## src/rtl/mem_access_scheduler.sv

```systemverilog
// mem_access_scheduler
// Arbitrates instruction fetches and load/store accesses onto one shared
// memory port. Only one access is in flight at a time. A data request beats
// a fetch request when both are seen in the same idle cycle.
//
// Ports
//   clk, reset_n                 clock, asynchronous active-low reset
//   fetch_req, fetch_addr        instruction-fetch request
//   fetch_ack, fetch_data        one-cycle fetch completion, fetched word
//   should_read_mem/_write_mem   load/store strobes (both high = store)
//   data_addr, data_wdata        load/store address and store data
//   data_ack, data_rdata         one-cycle load/store completion, load word
//   stall                        holds the pipeline while a data access is open
//   mem_en, mem_we, mem_addr,
//   mem_wdata                    registered request to the shared memory
//   mem_rdata, mem_ready         memory response; completes when mem_ready=1
//   access_err                   with an ack: the access timed out
//
// Build option
//   MEM_ACCESS_TIMEOUT_EN  when defined, an access waiting TIMEOUT_CYCLES
//                          cycles without mem_ready is abandoned and acked
//                          with access_err=1 and zero read data. When not
//                          defined, accesses wait forever and access_err=0.
//
// state  | meaning
// IDLE   | no access open; arbitrating requests
// FETCH  | fetch request on the memory port, waiting for mem_ready
// DATA   | load/store request on the memory port, waiting for mem_ready
module mem_access_scheduler #(
    parameter int TIMEOUT_CYCLES = 255
) (
    input  logic        clk,
    input  logic        reset_n,
    input  logic        fetch_req,
    input  logic [31:0] fetch_addr,
    output logic        fetch_ack,
    output logic [31:0] fetch_data,
    input  logic        should_read_mem,
    input  logic        should_write_mem,
    input  logic [31:0] data_addr,
    input  logic [31:0] data_wdata,
    output logic        data_ack,
    output logic [31:0] data_rdata,
    output logic        stall,
    output logic        mem_en,
    output logic        mem_we,
    output logic [31:0] mem_addr,
    output logic [31:0] mem_wdata,
    input  logic [31:0] mem_rdata,
    input  logic        mem_ready,
    output logic        access_err
);

    localparam logic [1:0] S_IDLE  = 2'd0;
    localparam logic [1:0] S_FETCH = 2'd1;
    localparam logic [1:0] S_DATA  = 2'd2;

    logic [1:0] state;
    logic       data_req;
    logic       tmo;
    logic       done;

    assign data_req = should_read_mem | should_write_mem;
    assign stall    = data_req & ~data_ack;
    assign done     = (state != S_IDLE) && (mem_ready || tmo);

`ifdef MEM_ACCESS_TIMEOUT_EN
    localparam int CNT_W = ($clog2(TIMEOUT_CYCLES + 1) > 8) ? $clog2(TIMEOUT_CYCLES + 1) : 8;

    logic [CNT_W-1:0] tmo_cnt;
    logic             err_q;
    logic             grant;

    assign grant      = (state == S_IDLE) && ((data_req && !data_ack) || fetch_req);
    // The wait that would bring the count to TIMEOUT_CYCLES ends the access;
    // mem_ready in that same cycle still takes priority.
    assign tmo        = (state != S_IDLE) && !mem_ready &&
                        (tmo_cnt == CNT_W'(TIMEOUT_CYCLES - 1));
    assign access_err = err_q;

    always_ff @(posedge clk or negedge reset_n) begin
        if (!reset_n) begin
            tmo_cnt <= '0;
            err_q   <= 1'b0;
        end else begin
            err_q <= tmo;
            if (grant)
                tmo_cnt <= '0;
            else if (state != S_IDLE && !mem_ready)
                tmo_cnt <= tmo_cnt + 1'b1;
        end
    end
`else
    assign tmo        = 1'b0;
    assign access_err = 1'b0;
`endif

    always_ff @(posedge clk or negedge reset_n) begin
        if (!reset_n) begin
            state      <= S_IDLE;
            mem_en     <= 1'b0;
            mem_we     <= 1'b0;
            mem_addr   <= 32'h0;
            mem_wdata  <= 32'h0;
            fetch_ack  <= 1'b0;
            data_ack   <= 1'b0;
            fetch_data <= 32'h0;
            data_rdata <= 32'h0;
        end else begin
            fetch_ack <= 1'b0;
            data_ack  <= 1'b0;
            case (state)
                S_IDLE: begin
                    // Strobes seen during the data_ack cycle still belong to
                    // the instruction that just completed, so they are not
                    // granted a second time.
                    if (data_req && !data_ack) begin
                        state     <= S_DATA;
                        mem_en    <= 1'b1;
                        mem_we    <= should_write_mem;
                        mem_addr  <= data_addr;
                        mem_wdata <= should_write_mem ? data_wdata : 32'h0;
                    end else if (fetch_req) begin
                        state     <= S_FETCH;
                        mem_en    <= 1'b1;
                        mem_we    <= 1'b0;
                        mem_addr  <= fetch_addr;
                        mem_wdata <= 32'h0;
                    end
                end
                S_FETCH: begin
                    if (done) begin
                        state      <= S_IDLE;
                        mem_en     <= 1'b0;
                        mem_we     <= 1'b0;
                        fetch_ack  <= 1'b1;
                        fetch_data <= mem_ready ? mem_rdata : 32'h0;
                    end
                end
                S_DATA: begin
                    if (done) begin
                        state    <= S_IDLE;
                        mem_en   <= 1'b0;
                        mem_we   <= 1'b0;
                        data_ack <= 1'b1;
                        if (!mem_ready)
                            data_rdata <= 32'h0;
                        else if (!mem_we)
                            data_rdata <= mem_rdata;
                    end
                end
                default: begin
                    state  <= S_IDLE;
                    mem_en <= 1'b0;
                    mem_we <= 1'b0;
                end
            endcase
        end
    end

endmodule

```

## config.mk

```make
export PLATFORM = sky130hd
export DESIGN_NAME = mem_access_scheduler
export DESIGN_NICKNAME = d
export VERILOG_FILES = /design/src/rtl/mem_access_scheduler.sv
export SDC_FILE = /design/constraint.sdc
export NUM_CORES = 1
export LEC_CHECK = 0
export BUFFER_PORTS_ARGS = -buffer_cell sky130_fd_sc_hd__buf_2
export CORE_MARGIN = 10
export CORE_UTILIZATION = 50
export DETAILED_ROUTE_END_ITERATION = 8
export GPL_TIMING_DRIVEN = 1
export PLACE_DENSITY_LB_ADDON = 0.15
export SLEW_MARGIN = 30
export SYNTH_ARGS = -nofsm -noshare
export SYNTH_HDL_FRONTEND = slang
export SYNTH_SLANG_ARGS = --single-unit
```

## constraint.sdc

```tcl
create_clock -name clk -period 4 [get_ports clk]
set_input_delay 0.8 -clock clk [delete_from_list [all_inputs] [get_ports clk]]
set_output_delay 0.8 -clock clk [all_outputs]
set_load 0.005 [all_outputs]
```

# == After elaboration in Yosys (flattened, before gate mapping) ==
# Cells that the tools add are included.
# totals
ff_bits,134
latch_bits,0
ramBits,0
rom_bits,0
input_bits,134
output_inout_bits,134
wordCells,50
memories,0
# op_classes
addsub,0
multipliers,0
div_mod_pow,0
n_lt_le_gt_ge,0
eq_ne,5
shift,0
muxes,22
n_bitwise,3
reduce_logical,11
# op_table
op,count
32-bit 2-to-1 mux,8
1-bit 2-to-1 mux,8
2-bit 2-to-1 mux,3
2-bit AND reduction,3
1-bit case mux with 2 select lines,2
2-bit case mux with 2 select lines,1
2-bit nonzero test,2
3-bit inequality test (second input constant),1
3-bit AND reduction,1
2-bit by 1-bit == test with 1-bit output (second input constant),1
2-bit == test (second input constant),1
1-bit logical AND,2
2-bit zero test,1
2-bit by 1-bit inequality test with 1-bit output (second input constant),1
2-bit inequality test (second input constant),1
2-bit OR reduction,1
1-bit AND,1
1-bit zero test,1
1-bit inverter,1
1-bit bitwise OR,1

# == Longest topological paths before layout ==
# logic_depth
depth_word,4
ltp_mapped,7
depth_no_buf,5

# == Least setup slack after synthesis ==
# Ideal clock, no wire load.
# synth_timing
path_type,input to output
startpoint,in should_read_mem
endpoint,out stall
arrival_ns,1.335
t_required_ns,3.200
path_slack_ns,1.865
stages,4
path_buffers,2
path_cell_list,o21bai_2 > inv_2 > buf_6 > buf_2
# synth_via
elab_chain_len,2
# synth_lines
element,line,source
"start, declared",38,"input logic should_read_mem,"
1-bit bitwise OR,63,assign data_req = should_read_mem | should_write_mem;
1-bit AND,64,assign stall = data_req & ~data_ack;
"end, declared",44,"output logic stall,"
# Every way passes these cells.

# == Worst setup path in the final report ==
# layout_timing
startpoint,reg data_ack
endpoint,out stall
# layout_via
elab_chain_len,2
# layout_lines
element,line,source
"start, declared",42,"output logic data_ack,"
"start signal, assigned",106,data_ack <= 1'b0;
"start signal, assigned",111,data_ack <= 1'b0;
"start signal, assigned",145,data_ack <= 1'b1;
1-bit inverter,64,
1-bit AND,64,
# Every way passes these cells.

==> reports/metrics.cfg <==
[run_status]
status=completed

[layout]
final_cells=899
syn_to_final_growth_pct=35.5
nets=882
nFillCells=837
layout-drive-gt1-share_pct=45.6
final_util_pct=69.5

[placed_design]
dp_hpwl_um=12800
dpl.cell_count=866
gp_congestion=0.802
numPortBuffers=266

[clock_network]
postCtsSetupBuffers=0
cts_made_buffers=17
cts_root_buffer=clkbuf_16
clockBufferDepth=2
cts-hold-fix-buffers=0
post_cts_resize_count=0
clkSinkCount=134
clk_latency_ns=0.40
clk_pin_slew_ns=0.06
cts_tree=built
h-tree-depth=4

[global_route]
grt_pass1_wl_um=26800
grt_max_degree=82
antenna_found_initial=1
grt_pass1_vias=5036
grt_usage_pct=20.8
grt_overflow=0

[sta]
finalSetupViolCount=0
tns_ns=0
skew_ns=0.0110
rsz0062_at_grt=false
layout_worst_path_cycle_share_pct=67.4
slew_violations=0
final.min_clock_period_ns=2.70
worst_pin_slew_ns=0.917
report.final.hold_viol_count=0
fmax_ghz=0.371
slew_headroom_pct=38.5

[synthesis]
synthTopCellsByCount=dfrtp_1 (134), nand2_1 (66), inv_1 (36), o21ai_0 (34), nor2b_1 (33)
synthCells=490
synthesis.area_um2=5610
synth-edff-count=0
synth_nets=627
async_flop_share_pct=100
synth_area_per_cell_um2=11.4
synth_ff_type=dfrtp_1
synth_top_cell_by_area=dfrtp_1
yosysMostFrequentCell=dfrtp_1
synthDominantCellAreaShare_pct=59.8
synth_seq_cells=134
synth.distinct_cells=31
yosysWarnings=0
yosys-top-cells-area=dfrtp_1 (60%), mux2_2 (6.4%), a22o_1 (5.0%)
yosysSeqAreaShare_pct=59.8

[power_and_ir_drop]
power.density_nw_per_um2=840
peakVddDrop_v=0.000583
p_leak_nw=4.09

[critical_path]
startpoint=data_ack
crit_required_ns=3.20
timing.rr.start=state[0]
rrSetupSlack_ns=1.87
crit_fanout=67
reg2reg_to=fetch_data[6]
path_class=flop to output port
arrival_ns=1.90
r2r_cells=4
endpoint_kind=output port
start_kind=flop

[routing]
wl_per_cell_um=18.9
postRouteAntennaNets=0
first_iter_violations=356
vias=4736
drc=0
dr.pass1.iters=4
viasPerCell=5.27
totalWireLength_um=17000

[floorplan]
initial_core_util_pct=51.3
row_count=38
coreArea_um2=10900
chipHeight_um=126
die_x_um=126
ios=268
dieArea_um2=15900

[flow_run]
drv_cap=0

[hold_path]
min_path_type=input pin to asynchronous set/reset pin

-- registers in the layout, indices dropped and copies added (netlist names) --
register,cells
mem_addr,32
mem_we,1
fetch_ack,1
fetch_data,32
mem_wdata,32
state,2
mem_en,1
data_ack,1
data_rdata,32
-- worst max-delay path: stages, from the launching register on --
cell and delay [ns]:
dfrtp_1 0.39, o21bai_2 0.24, inv_2 0.10, buf_4 0.51
buf_2 0.23
-- how the worst max path moves through the flow --
stage	end	slack [ns]	cells after the start
after floorplan	stall	1.86	4
after global placement	fetch_data[28]	1.35	4
after detailed placement	fetch_data[19]	1.31	4
after CTS	stall	1.30	4
after global routing	stall	1.19	4
final	stall	1.30	4
-- routing by layer --
layer  up-vias  global-route usage [%]  routed length [um]  part of all wire [%]
li1       2226                       -                   -                     -
met1      2290                    24.3                6760                    40
met2       197                    34.7                8450                    50
met3        23                    7.72                1450                   8.5
met4         0                    6.97                 354                   2.1
met5         -                       0                   0                     0
-- power breakdown --
part / switching [mW] / internal (mW) / leakage, nW
Clock: 0.568 / 1.08 / 0.302
Combinational: 1.20 / 1.15 / 2.10
Sequential: 0.359 / 2.03 / 1.68
-- logic make-up after synthesis --
| logic type | after synthesis | share of synthesized area (%) |
|---|---|---|
| AOI/OAI and AO/OA | 106 | 14.6 |
| adders and majority gates | 3 | 0.669 |
| buffers and inverters | 76 | 6.56 |
| DFF | 134 | 59.8 |
| muxes | 32 | 6.42 |
| other | 1 | 0.0668 |
| and+or+nand+nor | 138 | 12.0 |
-- layout make-up --
type                            count  area, um^2  area share [%]
Sequential cell                   134        3350            44.1
Timing Repair Buffer              275        1410            18.5
Antenna cell                        1        2.50          0.0329
Clock inverter                     12         175            2.30
Multi-Input combinational cell    280        1900            24.9
Inverter                           37         139            1.83
Tap cell                          140         175            2.30
Clock buffer                       20         457            6.01
-- metrics by stage --
| step | power, mW | hold WS (ns) | worst slack (ns) | area, um^2 |
|---|---|---|---|---|
| finish | 6.38 | 0.438 | 1.30 | 7600 |
| global route | 6.83 | 0.489 | 1.19 | 7600 |
| CTS | 6.46 | 0.471 | 1.30 | 7600 |
| detailed placement | 4.80 | 0.468 | 1.31 | 6970 |
| global placement | 4.70 | 0.458 | 1.35 | 6970 |
| floorplan | 3.72 | 0.473 | 1.86 | 5610 |
-- cells in the final DEF, fill, tap and decap left out, types with 2 or more instances in the layout --
| master | n |
|---|---|
| buf_4 | 9 |
| a221oi_1 | 30 |
| a221oi_2 | 2 |
| a22o_1 | 32 |
| nor3_1 | 32 |
| dfrtp_1 | 134 |
| ha_1 | 3 |
| clkbuf_8 | 2 |
| and3b_1 | 2 |
| clkinv_2 | 3 |
| clkinvlp_4 | 3 |
| buf_2 | 265 |
| o21ai_0 | 34 |
| bufinv_16 | 4 |
| nor2b_1 | 33 |
| nand2_1 | 65 |
| mux2_2 | 32 |
| clkbuf_16 | 17 |
| inv_1 | 36 |
No activity file was read; power rests on OpenSTA's default activity.
